File: src/rtl/mau_pkg.sv
// Shared definitions for the memory access unit.
// Holds the sequencer state encoding, the default port widths and a request
// record at those default widths (the bench uses it for stimulus).
package mau_pkg;

    localparam int MAU_ADDR_W = 2;
    localparam int MAU_DATA_W = 2;

    typedef enum logic [1:0] {
        ST_IDLE,
        ST_ISSUE,
        ST_CAPTURE,
        ST_RESP
    } mau_state_t;

    typedef struct packed {
        logic                  we;
        logic [MAU_ADDR_W-1:0] addr;
        logic [MAU_DATA_W-1:0] wdata;
    } mau_req_t;

endpackage

File: src/rtl/mem_access_unit_if.sv
// Bus bundle between the CPU, the memory access unit and the data memory.
//   req_*  : CPU request channel (valid/ready), we=1 store, we=0 load
//   rsp_*  : response channel (valid/ready), rdata is 0 for stores
//   mem_*  : memory port; mem_load=0 is a write, mem_rdata comes back
//   busy   : unit has work buffered or in flight
// slave  : the unit's view.  master : the CPU + memory side.
interface mem_access_unit_if import mau_pkg::*; #(
    parameter int ADDR_W = MAU_ADDR_W,
    parameter int DATA_W = MAU_DATA_W
);

    logic              req_valid;
    logic              req_ready;
    logic              req_we;
    logic [ADDR_W-1:0] req_addr;
    logic [DATA_W-1:0] req_wdata;

    logic              rsp_valid;
    logic              rsp_ready;
    logic              rsp_is_store;
    logic [DATA_W-1:0] rsp_rdata;

    logic [ADDR_W-1:0] mem_addr;
    logic [DATA_W-1:0] mem_val;
    logic              mem_load;
    logic [DATA_W-1:0] mem_rdata;

    logic              busy;

    modport slave (
        input  req_valid, req_we, req_addr, req_wdata, rsp_ready, mem_rdata,
        output req_ready, rsp_valid, rsp_is_store, rsp_rdata,
               mem_addr, mem_val, mem_load, busy
    );

    modport master (
        output req_valid, req_we, req_addr, req_wdata, rsp_ready, mem_rdata,
        input  req_ready, rsp_valid, rsp_is_store, rsp_rdata,
               mem_addr, mem_val, mem_load, busy
    );

endinterface

File: src/rtl/mau_req_fifo.sv
// Request FIFO for the memory access unit.
//   clk, rst_n : clock, async active-low reset (empties the FIFO)
//   push/wdata : write an entry (ignored when full)
//   pop/rdata  : rdata shows the head; pop drops it (ignored when empty)
//   full/empty/count : occupancy, count is clog2(DEPTH)+1 bits
// DEPTH must be a power of two so the pointers wrap by plain overflow.
module mau_req_fifo import mau_pkg::*; #(
    parameter int WIDTH = 5,
    parameter int DEPTH = 2
) (
    input  logic                     clk,
    input  logic                     rst_n,
    input  logic                     push,
    input  logic [WIDTH-1:0]         wdata,
    input  logic                     pop,
    output logic [WIDTH-1:0]         rdata,
    output logic                     full,
    output logic                     empty,
    output logic [$clog2(DEPTH):0]   count
);

    localparam int PTR_W = $clog2(DEPTH);
    localparam int CNT_W = PTR_W + 1;

    logic [DEPTH-1:0][WIDTH-1:0] store_q;
    logic [PTR_W-1:0]            wr_ptr_q;
    logic [PTR_W-1:0]            rd_ptr_q;
    logic [CNT_W-1:0]            count_q;
    logic                        do_push;
    logic                        do_pop;

    assign full    = (count_q == CNT_W'(DEPTH));
    assign empty   = (count_q == '0);
    assign count   = count_q;
    assign rdata   = store_q[rd_ptr_q];
    assign do_push = push && !full;
    assign do_pop  = pop && !empty;

    // Payload needs no reset: it is only read when count says it is valid.
    always_ff @(posedge clk) begin
        if (do_push) store_q[wr_ptr_q] <= wdata;
    end

    always_ff @(posedge clk or negedge rst_n) begin
        if (!rst_n) begin
            wr_ptr_q <= '0;
            rd_ptr_q <= '0;
            count_q  <= '0;
        end else begin
            if (do_push) wr_ptr_q <= wr_ptr_q + 1'b1;
            if (do_pop)  rd_ptr_q <= rd_ptr_q + 1'b1;
            case ({do_push, do_pop})
                2'b10:   count_q <= count_q + 1'b1;
                2'b01:   count_q <= count_q - 1'b1;
                default: count_q <= count_q;
            endcase
        end
    end

endmodule

File: src/rtl/mem_access_unit.sv
// Load/store sequencer in front of the data memory.
//   clk, rst_n : clock, async active-low reset (drops all queued work)
//   bus        : slave side of mem_access_unit_if (request, response,
//                memory port, busy)
// Requests are buffered in a small FIFO and executed one at a time:
// IDLE (pop) -> ISSUE (drive port, write pulse for stores) -> CAPTURE
// (register load data) -> RESP (wait for rsp_ready).
module mem_access_unit import mau_pkg::*; #(
    parameter int ADDR_W = MAU_ADDR_W,
    parameter int DATA_W = MAU_DATA_W,
    parameter int DEPTH  = 2
) (
    input  logic             clk,
    input  logic             rst_n,
    mem_access_unit_if.slave bus
);

    localparam int CMD_W = 1 + ADDR_W + DATA_W;
    localparam int CNT_W = $clog2(DEPTH) + 1;

    typedef struct packed {
        logic              we;
        logic [ADDR_W-1:0] addr;
        logic [DATA_W-1:0] wdata;
    } cmd_t;

    mau_state_t        state_q, state_d;
    cmd_t              push_cmd, head_cmd, cmd_q;
    logic              fifo_full, fifo_empty, fifo_push, fifo_pop;
    logic [CNT_W-1:0]  fifo_count;
    logic [ADDR_W-1:0] mem_addr_q;
    logic [DATA_W-1:0] mem_val_q;
    logic [DATA_W-1:0] rsp_rdata_q;
    logic              rsp_is_store_q;
    logic              mem_load_d;
    logic              rsp_valid_d;

    assign push_cmd  = {bus.req_we, bus.req_addr, bus.req_wdata};
    assign fifo_push = bus.req_valid && !fifo_full;

    // A same-cycle pop does not open a slot for the incoming request.
    assign bus.req_ready = (fifo_count < CNT_W'(DEPTH));

    mau_req_fifo #(
        .WIDTH (CMD_W),
        .DEPTH (DEPTH)
    ) u_fifo (
        .clk   (clk),
        .rst_n (rst_n),
        .push  (fifo_push),
        .wdata (push_cmd),
        .pop   (fifo_pop),
        .rdata (head_cmd),
        .full  (fifo_full),
        .empty (fifo_empty),
        .count (fifo_count)
    );

    always_comb begin
        state_d     = state_q;
        fifo_pop    = 1'b0;
        mem_load_d  = 1'b1;
        rsp_valid_d = 1'b0;
        case (state_q)
            ST_IDLE: begin
                if (!fifo_empty) begin
                    fifo_pop = 1'b1;
                    state_d  = ST_ISSUE;
                end
            end
            ST_ISSUE: begin
                // Only state that can write: the pulse is exactly this cycle.
                mem_load_d = ~cmd_q.we;
                state_d    = ST_CAPTURE;
            end
            ST_CAPTURE: begin
                state_d = ST_RESP;
            end
            ST_RESP: begin
                rsp_valid_d = 1'b1;
                if (bus.rsp_ready) state_d = ST_IDLE;
            end
            default: state_d = ST_IDLE;
        endcase
    end

    always_ff @(posedge clk or negedge rst_n) begin
        if (!rst_n) begin
            state_q        <= ST_IDLE;
            cmd_q          <= '0;
            mem_addr_q     <= '0;
            mem_val_q      <= '0;
            rsp_rdata_q    <= '0;
            rsp_is_store_q <= 1'b0;
        end else begin
            state_q <= state_d;
            // Port address/data are loaded on pop so they are already valid
            // in ISSUE, then simply held until the next command.
            if (fifo_pop) begin
                cmd_q      <= head_cmd;
                mem_addr_q <= head_cmd.addr;
                mem_val_q  <= head_cmd.wdata;
            end
            // mem_rdata is only looked at for loads, so a floating memory
            // output during stores cannot reach the response.
            if (state_q == ST_CAPTURE) begin
                rsp_is_store_q <= cmd_q.we;
                rsp_rdata_q    <= cmd_q.we ? '0 : bus.mem_rdata;
            end
        end
    end

    assign bus.mem_addr     = mem_addr_q;
    assign bus.mem_val      = mem_val_q;
    assign bus.mem_load     = mem_load_d;
    assign bus.rsp_valid    = rsp_valid_d;
    assign bus.rsp_rdata    = rsp_rdata_q;
    assign bus.rsp_is_store = rsp_is_store_q;
    assign bus.busy         = (state_q != ST_IDLE) || !fifo_empty;

endmodule

File: src/flat_wrapper.sv
// flat-port wrapper written by rule: the top's interface ports become plain ports
module mem_access_unit_flat import mau_pkg::*;
#(
    parameter int ADDR_W = MAU_ADDR_W,
    parameter int DATA_W = MAU_DATA_W,
    parameter int DEPTH  = 2
)
  (clk, rst_n, bus_req_valid, bus_req_we, bus_req_addr, bus_req_wdata, bus_rsp_ready, bus_mem_rdata, bus_req_ready, bus_rsp_valid, bus_rsp_is_store, bus_rsp_rdata, bus_mem_addr, bus_mem_val, bus_mem_load, bus_busy);
  mem_access_unit_if #(.ADDR_W(ADDR_W), .DATA_W(DATA_W)) bus_i ();
  input  logic clk;
  input  logic rst_n;
  input wire logic [$bits(bus_i.req_valid)-1:0] bus_req_valid;
  input wire logic [$bits(bus_i.req_we)-1:0] bus_req_we;
  input wire logic [$bits(bus_i.req_addr)-1:0] bus_req_addr;
  input wire logic [$bits(bus_i.req_wdata)-1:0] bus_req_wdata;
  input wire logic [$bits(bus_i.rsp_ready)-1:0] bus_rsp_ready;
  input wire logic [$bits(bus_i.mem_rdata)-1:0] bus_mem_rdata;
  output wire logic [$bits(bus_i.req_ready)-1:0] bus_req_ready;
  output wire logic [$bits(bus_i.rsp_valid)-1:0] bus_rsp_valid;
  output wire logic [$bits(bus_i.rsp_is_store)-1:0] bus_rsp_is_store;
  output wire logic [$bits(bus_i.rsp_rdata)-1:0] bus_rsp_rdata;
  output wire logic [$bits(bus_i.mem_addr)-1:0] bus_mem_addr;
  output wire logic [$bits(bus_i.mem_val)-1:0] bus_mem_val;
  output wire logic [$bits(bus_i.mem_load)-1:0] bus_mem_load;
  output wire logic [$bits(bus_i.busy)-1:0] bus_busy;
  assign bus_i.req_valid = bus_req_valid;
  assign bus_i.req_we = bus_req_we;
  assign bus_i.req_addr = bus_req_addr;
  assign bus_i.req_wdata = bus_req_wdata;
  assign bus_i.rsp_ready = bus_rsp_ready;
  assign bus_i.mem_rdata = bus_mem_rdata;
  assign bus_req_ready = bus_i.req_ready;
  assign bus_rsp_valid = bus_i.rsp_valid;
  assign bus_rsp_is_store = bus_i.rsp_is_store;
  assign bus_rsp_rdata = bus_i.rsp_rdata;
  assign bus_mem_addr = bus_i.mem_addr;
  assign bus_mem_val = bus_i.mem_val;
  assign bus_mem_load = bus_i.mem_load;
  assign bus_busy = bus_i.busy;
  mem_access_unit #(.ADDR_W(ADDR_W), .DATA_W(DATA_W), .DEPTH(DEPTH)) u_core (.clk(clk), .rst_n(rst_n), .bus(bus_i));
endmodule
File: config.mk
export PLATFORM = sky130hd
export DESIGN_NAME = mem_access_unit_flat
export DESIGN_NICKNAME = d
export VERILOG_FILES = /design/src/rtl/mau_pkg.sv /design/src/rtl/mem_access_unit_if.sv /design/src/rtl/mau_req_fifo.sv /design/src/rtl/mem_access_unit.sv /design/src/flat_wrapper.sv
export SDC_FILE = /design/constraint.sdc
export NUM_CORES = 1
export LEC_CHECK = 0
export ABC_CLOCK_PERIOD_IN_PS = 2200
export CAP_MARGIN = 20
export CORE_MARGIN = 3
export CORE_UTILIZATION = 51
export CTS_BUF_LIST = sky130_fd_sc_hd__clkbuf_4 sky130_fd_sc_hd__clkbuf_8
export DETAILED_ROUTE_END_ITERATION = 6
export HOLD_SLACK_MARGIN = 0.08
export PLACE_DENSITY = 0.8
export SYNTH_ARGS = -nofsm -noshare
export SYNTH_HDL_FRONTEND = slang
export SYNTH_SLANG_ARGS = --single-unit
export TNS_END_PERCENT = 5
File: constraint.sdc
create_clock -name clk -period 2.2 [get_ports clk]
set_input_delay 0.22 -clock clk [delete_from_list [all_inputs] [get_ports clk]]
set_output_delay 0.22 -clock clk [all_outputs]
set_load 0.02 [all_outputs]
Word level (Yosys, flattened, before mapping)

Index checks and enable logic that the tools add are counted.

Add/subtract/negate cells: 4
Reduce and logical (&&, ||, !) cells: 12
Bitwise logic cells: 1
Eq/ne operators: 8
Magnitude comparators: 4
Multiplexer cells: 14

Operator list:

| cell                                                                          | count |
|---|---|
| 5-bit two-way mux                                                             | 3 |
| 10-bit bitwise mux                                                            | 1 |
| 2-bit equality test (second input constant)                                   | 4 |
| 2-bit one-hot mux with 4 select lines                                         | 1 |
| 2-bit two-way mux                                                             | 3 |
| 5-bit demux with 1-bit select                                                 | 1 |
| 2-bit by 1-bit equality test with 1-bit output (second input constant)        | 2 |
| 1-bit logical AND                                                             | 4 |
| 2-bit zero test                                                               | 2 |
| 1-bit by 2-bit less-than comparator with 1-bit output (second input constant) | 2 |
| 1-bit two-way mux                                                             | 4 |
| 2-bit != test (second input constant)                                         | 2 |
| 2-bit one-hot mux with 2 select lines                                         | 1 |
| 2-bit nonzero test                                                            | 2 |
| 1-bit adder (second input constant)                                           | 2 |
| 2-bit by 1-bit adder with 2-bit output (second input constant)                | 1 |
| 1-bit zero test                                                               | 2 |
| 2-bit less-than comparator (second input constant)                            | 1 |
| 2-bit AND reduction                                                           | 1 |
| 2-bit by 1-bit subtractor with 2-bit output (second input constant)           | 1 |
| 1-bit >= comparator (second input constant)                                   | 1 |
| 1-bit logical OR                                                              | 1 |
| 1-bit NOT                                                                     | 1 |

Register bits after elaboration: 24
Input bits: 11
Output and inout bits: 11

Logic depth before layout (Yosys ltp)

Word-level depth: 6
Depth in mapped cells: 9

Hierarchy

Synthesis repeated with hierarchy kept, for this count alone.

Cell total of the unflattened synthesis: 72
Area total of the unflattened synthesis: 1,063.5 sq um

Modules (own cells, without submodules):

| module          | cells each | area each (sq um) | times used |
|---|---|---|---|
| mau_req_fifo    | 34         | 560.5             | 1 |
| mem_access_unit | 38         | 503.0             | 1 |

Worst setup path after synthesis

Ideal clock, no wire load.

Path kind: register to register
Start point: register u_core.state_q[0]
End point: register u_core.u_fifo.count_q[1], in the netlist u_core.u_fifo.count[1]
Data arrival time: 1.548 ns
Cell stages (with the launch flop): 9
Slack: 0.572 ns
Clock period less this slack: 1.628 ns
Buffers on the path: 1
Setup time: 0.080 ns
Cells stage by stage: dfrtp_1 inv_1 ha_1 o21ai_1 buf_4 inv_2 ha_1 nor2_1 xnor2_1

Word-level cells in the longest chain between the ends: 5
Elaborated cells on any way between the ends: 7
Classes of those cells: eq/ne: 2; mux: 2; reduce/logical: 3

Ends and longest elaborated chain:

| element                                                                                      | RTL line              | RTL |
|---|---|---|
| start: declaration                                                                           | mem_access_unit.sv:27 | `mau_state_t state_q, state_d;` |
| start signal: assignment                                                                     | mem_access_unit.sv:96 | `state_q <= state_d;` |
| 2-bit zero test (*)                                                                          | mem_access_unit.sv:64 | `case (state_q)` |
| 1-bit two-way mux (*)                                                                        | mem_access_unit.sv:64 |  |
| net u_core.fifo_pop                                                                          | mem_access_unit.sv:29 | `logic fifo_full, fifo_empty, fifo_push, fifo_pop;` |
| 1-bit logical AND (*)                                                                        | mau_req_fifo.sv:37    | `assign do_pop = pop && !empty;` |
| 2-bit by 1-bit equality test with 1-bit output / 2-bit equality test (equally long branches) | mau_req_fifo.sv:52    | `case ({do_push, do_pop})` |
| 2-bit one-hot mux with 2 select lines / 2-bit nonzero test (equally long branches)           | n/a                   |  |
| end signal: assignment                                                                       | mau_req_fifo.sv:53    | `2'b10: count_q <= count_q + 1'b1;` |
| end signal: assignment                                                                       | mau_req_fifo.sv:54    | `2'b01: count_q <= count_q - 1'b1;` |
| end signal: assignment                                                                       | mau_req_fifo.sv:55    | `default: count_q <= count_q;` |
| end: declaration                                                                             | mau_req_fifo.sv:28    | `logic [CNT_W-1:0] count_q;` |

The timed path passes the listed nets; every way through them passes the cells marked *.
A chain may end at the register's enable or synchronous reset.

Worst setup path in the final report

Start point: register u_core.state_q[0]
End point: output bus_busy

Word-level cells in the longest chain between the ends: 2

Ends and longest elaborated chain:

| element            | RTL line               | RTL |
|---|---|---|
| 2-bit nonzero test | mem_access_unit.sv:119 | `assign bus.busy = (state_q != ST_IDLE) \|\| !fifo_empty;` |
| 1-bit logical OR   | mem_access_unit.sv:119 |  |
| end: declaration   | flat_wrapper.sv:25     | `output wire logic [$bits(bus_i.busy)-1:0] bus_busy;` |

Every way passes these cells.

==> impl_results.md <==
* Layout cells sized above 1 at around 11%
* Max Slew Vio Count at 0
* Initial antenna violation count at 0
* Total design power at a little under 2000 µW
* Layout Skew at around 9.4 ps
* # diodes at 0
* Clock sinks at 24
* Least-Margin Pin Slew at between 600 and 700 ps
* Fin crit share at 89.2%
* GRT Util Overall at 16.3%
* Worst path cell trace: inv_1 -> ha_1 -> nand2_1 -> clkdlybuf4s50_1
* Die width at 50.2 µm
* CTS tree: done
* Ys flop type: dfrtp_1
* Drt first pass iters at 4
* GP Congestion at 0.677
* Cells after Synth at 75
* Number of cells on the critical path at 4
* Setup TNS at 0 ps
* Chip height at 50.2 µm
* CP Launch Type: flop
* NetSw at 692 µW
* RSZ-0062 raised after global routing: no
* Root buffer cell: clkbuf_4
* Yosys synthesis warning count at 0
* Crit Path Class: reg -> out
* Largest net degree at the start of global routing at 15
* Number of flops mapped to enable cells by yosys at 10
* Clock power frac at 16.2%
* Global-route wire length before repair at 3.09 mm
* Cts bufs inserted at 3
* IO buf count at 21
* Fin Hold WS at 287 ps
* Crit path DAT at 1740 ps
* FF-to-FF path depth at 7
* Static Leak at between 0.0005 and 0.0006 µW
* Vias in the first global route at 646
* Top-area cell type share of the netlist area at 35.1%
* Reg power frac at 40.7%
* Run status: finished clean
* Pwr/cell area at between 1500 and 2000 nW/µm²
* DRC viols at 0
* WL/cell at 14.6 µm
* Crit path largest cell delay at 590 ps
* DR vias at roughly 630
* VDD IR max at 0.00107 V
* Setup crit end kind: output port
* Hold_buf cts at 0
* Delay-heaviest family, CP: buffers and inverters
* Async set-reset flop share out of synthesis at roughly 60%
* Setup violators final at 0
* MaxCap Viol Count at 0
* Avg Synthesized Cell Area at 13.3 µm²
* Post-route ant nets at 0
* Starting Density at roughly 56%
* Clk_lat worst skew at 310 ps
* Sequential fraction of the synthesis area at about two thirds
* I/O Pins at 22
* Largest area contributor in the netlist: dfrtp_1
* NumNets Final at around 120
* Internal Pwr Total at ~1200 µW
* Vias per cell at 5.06
* Most common cell in the netlist: dfrtp_1
* Fin crit period at 1960 ps
* DIE AREA at 2520 µm²
* Buf+Inv Stages, Crit Path at 2
* CP max FO at 4
* # H-tree levels at 1
* Postcts setup bufs at 0
* Relative slew margins at 56.8%
* #FFs+latches synth at 24
* Crit-path slowest cell: clkdlybuf4s50_1
* Timing-limited maximum frequency at 510 MHz
* Num rows at 15
* Iter 0 DRT Violations at 3
* Largest cells by area after synthesis: dfrtp_1, edfxtp_1, ha_1, mux2i_1, xnor2_1
* Commonest cells in the netlist: dfrtp_1, edfxtp_1, nand2_1
* Clock transition at path regs at ~130 ps
* Combinational power share at 43.2%
* CTS Buffer Depth at 2
* Area Growth Syn to Fin at 28.9%
* Syn_nets at 91
* Post-Syn Area at 998 µm²
* Core Region at about 1800 µm²
* Sw frac at 35.7%
* Routed wire length at 1.81 mm
* Post-synth cell types at 22
* Hold WC Path Type: in -> async
* Critical path data required time at 1980 ps
* DPL Wire Length at 1.43 mm
* Final Hold Fails at 0
* Post_cts resized at 0
* Total congestion overflow at 0
power groups by stage:
stage | Combinational (µW) | Clock, µW | Sequential, µW
floorplan | 506 | 0 | 824
global placement | 799 | 0 | 786
detailed placement | 849 | 0 | 801
CTS | 853 | 319 | 792
global route | 921 | 335 | 817
finish | 838 | 314 | 789
sequential cells by signal, summed over array words and instances (netlist names):
register,flops
u_core.u_fifo.rd_ptr_q,1
u_core.bus.rsp_is_store,1
u_core.bus.rsp_rdata,2
u_core.u_fifo.wr_ptr_q,1
u_core.bus.mem_addr,2
u_core.u_fifo.count,2
u_core.cmd_q,1
u_core.bus.mem_val,2
u_core.state_q,2
u_core.u_fifo.store_q,10
path summary, 6_finish.rpt:
path | from | endpoint | slack [ps]
max reg2reg | u_core.state_q[0] | u_core.u_fifo.count[1] | 590
min reg2reg | u_core.bus.mem_val[1] | u_core.bus.mem_val[1] | 500
max in group asynchronous | rst_n | u_core.bus.rsp_rdata[1] | 1500
min | rst_n | u_core.bus.mem_val[0] | 290
min in group clk | bus_mem_rdata[0] | u_core.bus.rsp_rdata[0] | 490
max | u_core.state_q[0] | bus_busy | 240
kinds of logic after synthesis:
logic type	count (synthesis)	share of synthesized area, %
adders and majority gates	5	6.27
buffers and inverters	9	3.88
and+or+nand+nor	14	6.14
xor gates and xnor gates	5	4.39
DFF	24	65.2
AOI/OAI and AO/OA	11	6.89
muxes	7	7.27
layout by cell type (no fill, tap or decap), drive strengths merged:
| master | Yosys | final |
|---|---|---|
| clkdlybuf4s50 | 0 | 21 |
| dfrtp | 14 | 14 |
| edfxtp | 10 | 10 |
| nand2 | 8 | 8 |
| o21ai | 8 | 8 |
| inv | 7 | 7 |
| xnor2 | 5 | 5 |
| mux2i | 5 | 5 |
| ha | 5 | 5 |
| nor2 | 4 | 4 |
| clkbuf | 1 | 3 |
| mux2 | 2 | 2 |
| nor2b | 1 | 1 |
| a21oi | 1 | 1 |
| o32a | 1 | 1 |
| nand3b | 1 | 1 |
| o22ai | 1 | 1 |
| bufinv | 0 | 1 |
| buf | 1 | 1 |
through the flow:
| step | setup WS (ps) | cell area, µm² | std cells | utilization, % |
|---|---|---|---|---|
| 4_1_cts | 221 | 1290 | 124 | 72.2 |
| 5_1_grt | 159 | 1290 | 124 | 72.2 |
| 3_3_place_gp | 650 | 1230 | 120 | 69.3 |
| 3_5_place_dp | 588 | 1230 | 120 | 69.3 |
| 2_1_floorplan | 572 | 998 | 75 | - |
| 6_report | 237 | 1290 | 124 | 72.2 |
metal layers:
layer / routed length [µm] / global-route usage (%) / vias to the layer above
li1: - / - / 301
met1: 765 / 21.2 / 303
met2: 959 / 28.7 / 21
met3: 79 / 2.08 / 2
met4: 7 / 4.15 / 0
met5: 0 / 0 / -
cell type report:
cell class	instances	area, µm²
sequential	24	651
fill	123	495
multi-input combinational	42	309
timing repair buffer	22	218
tap	25	31.3
clock inverter	1	30.0
inverter	7	26.3
clock buffer	3	22.5
Note: power is estimated with default switching activity, not from simulation.
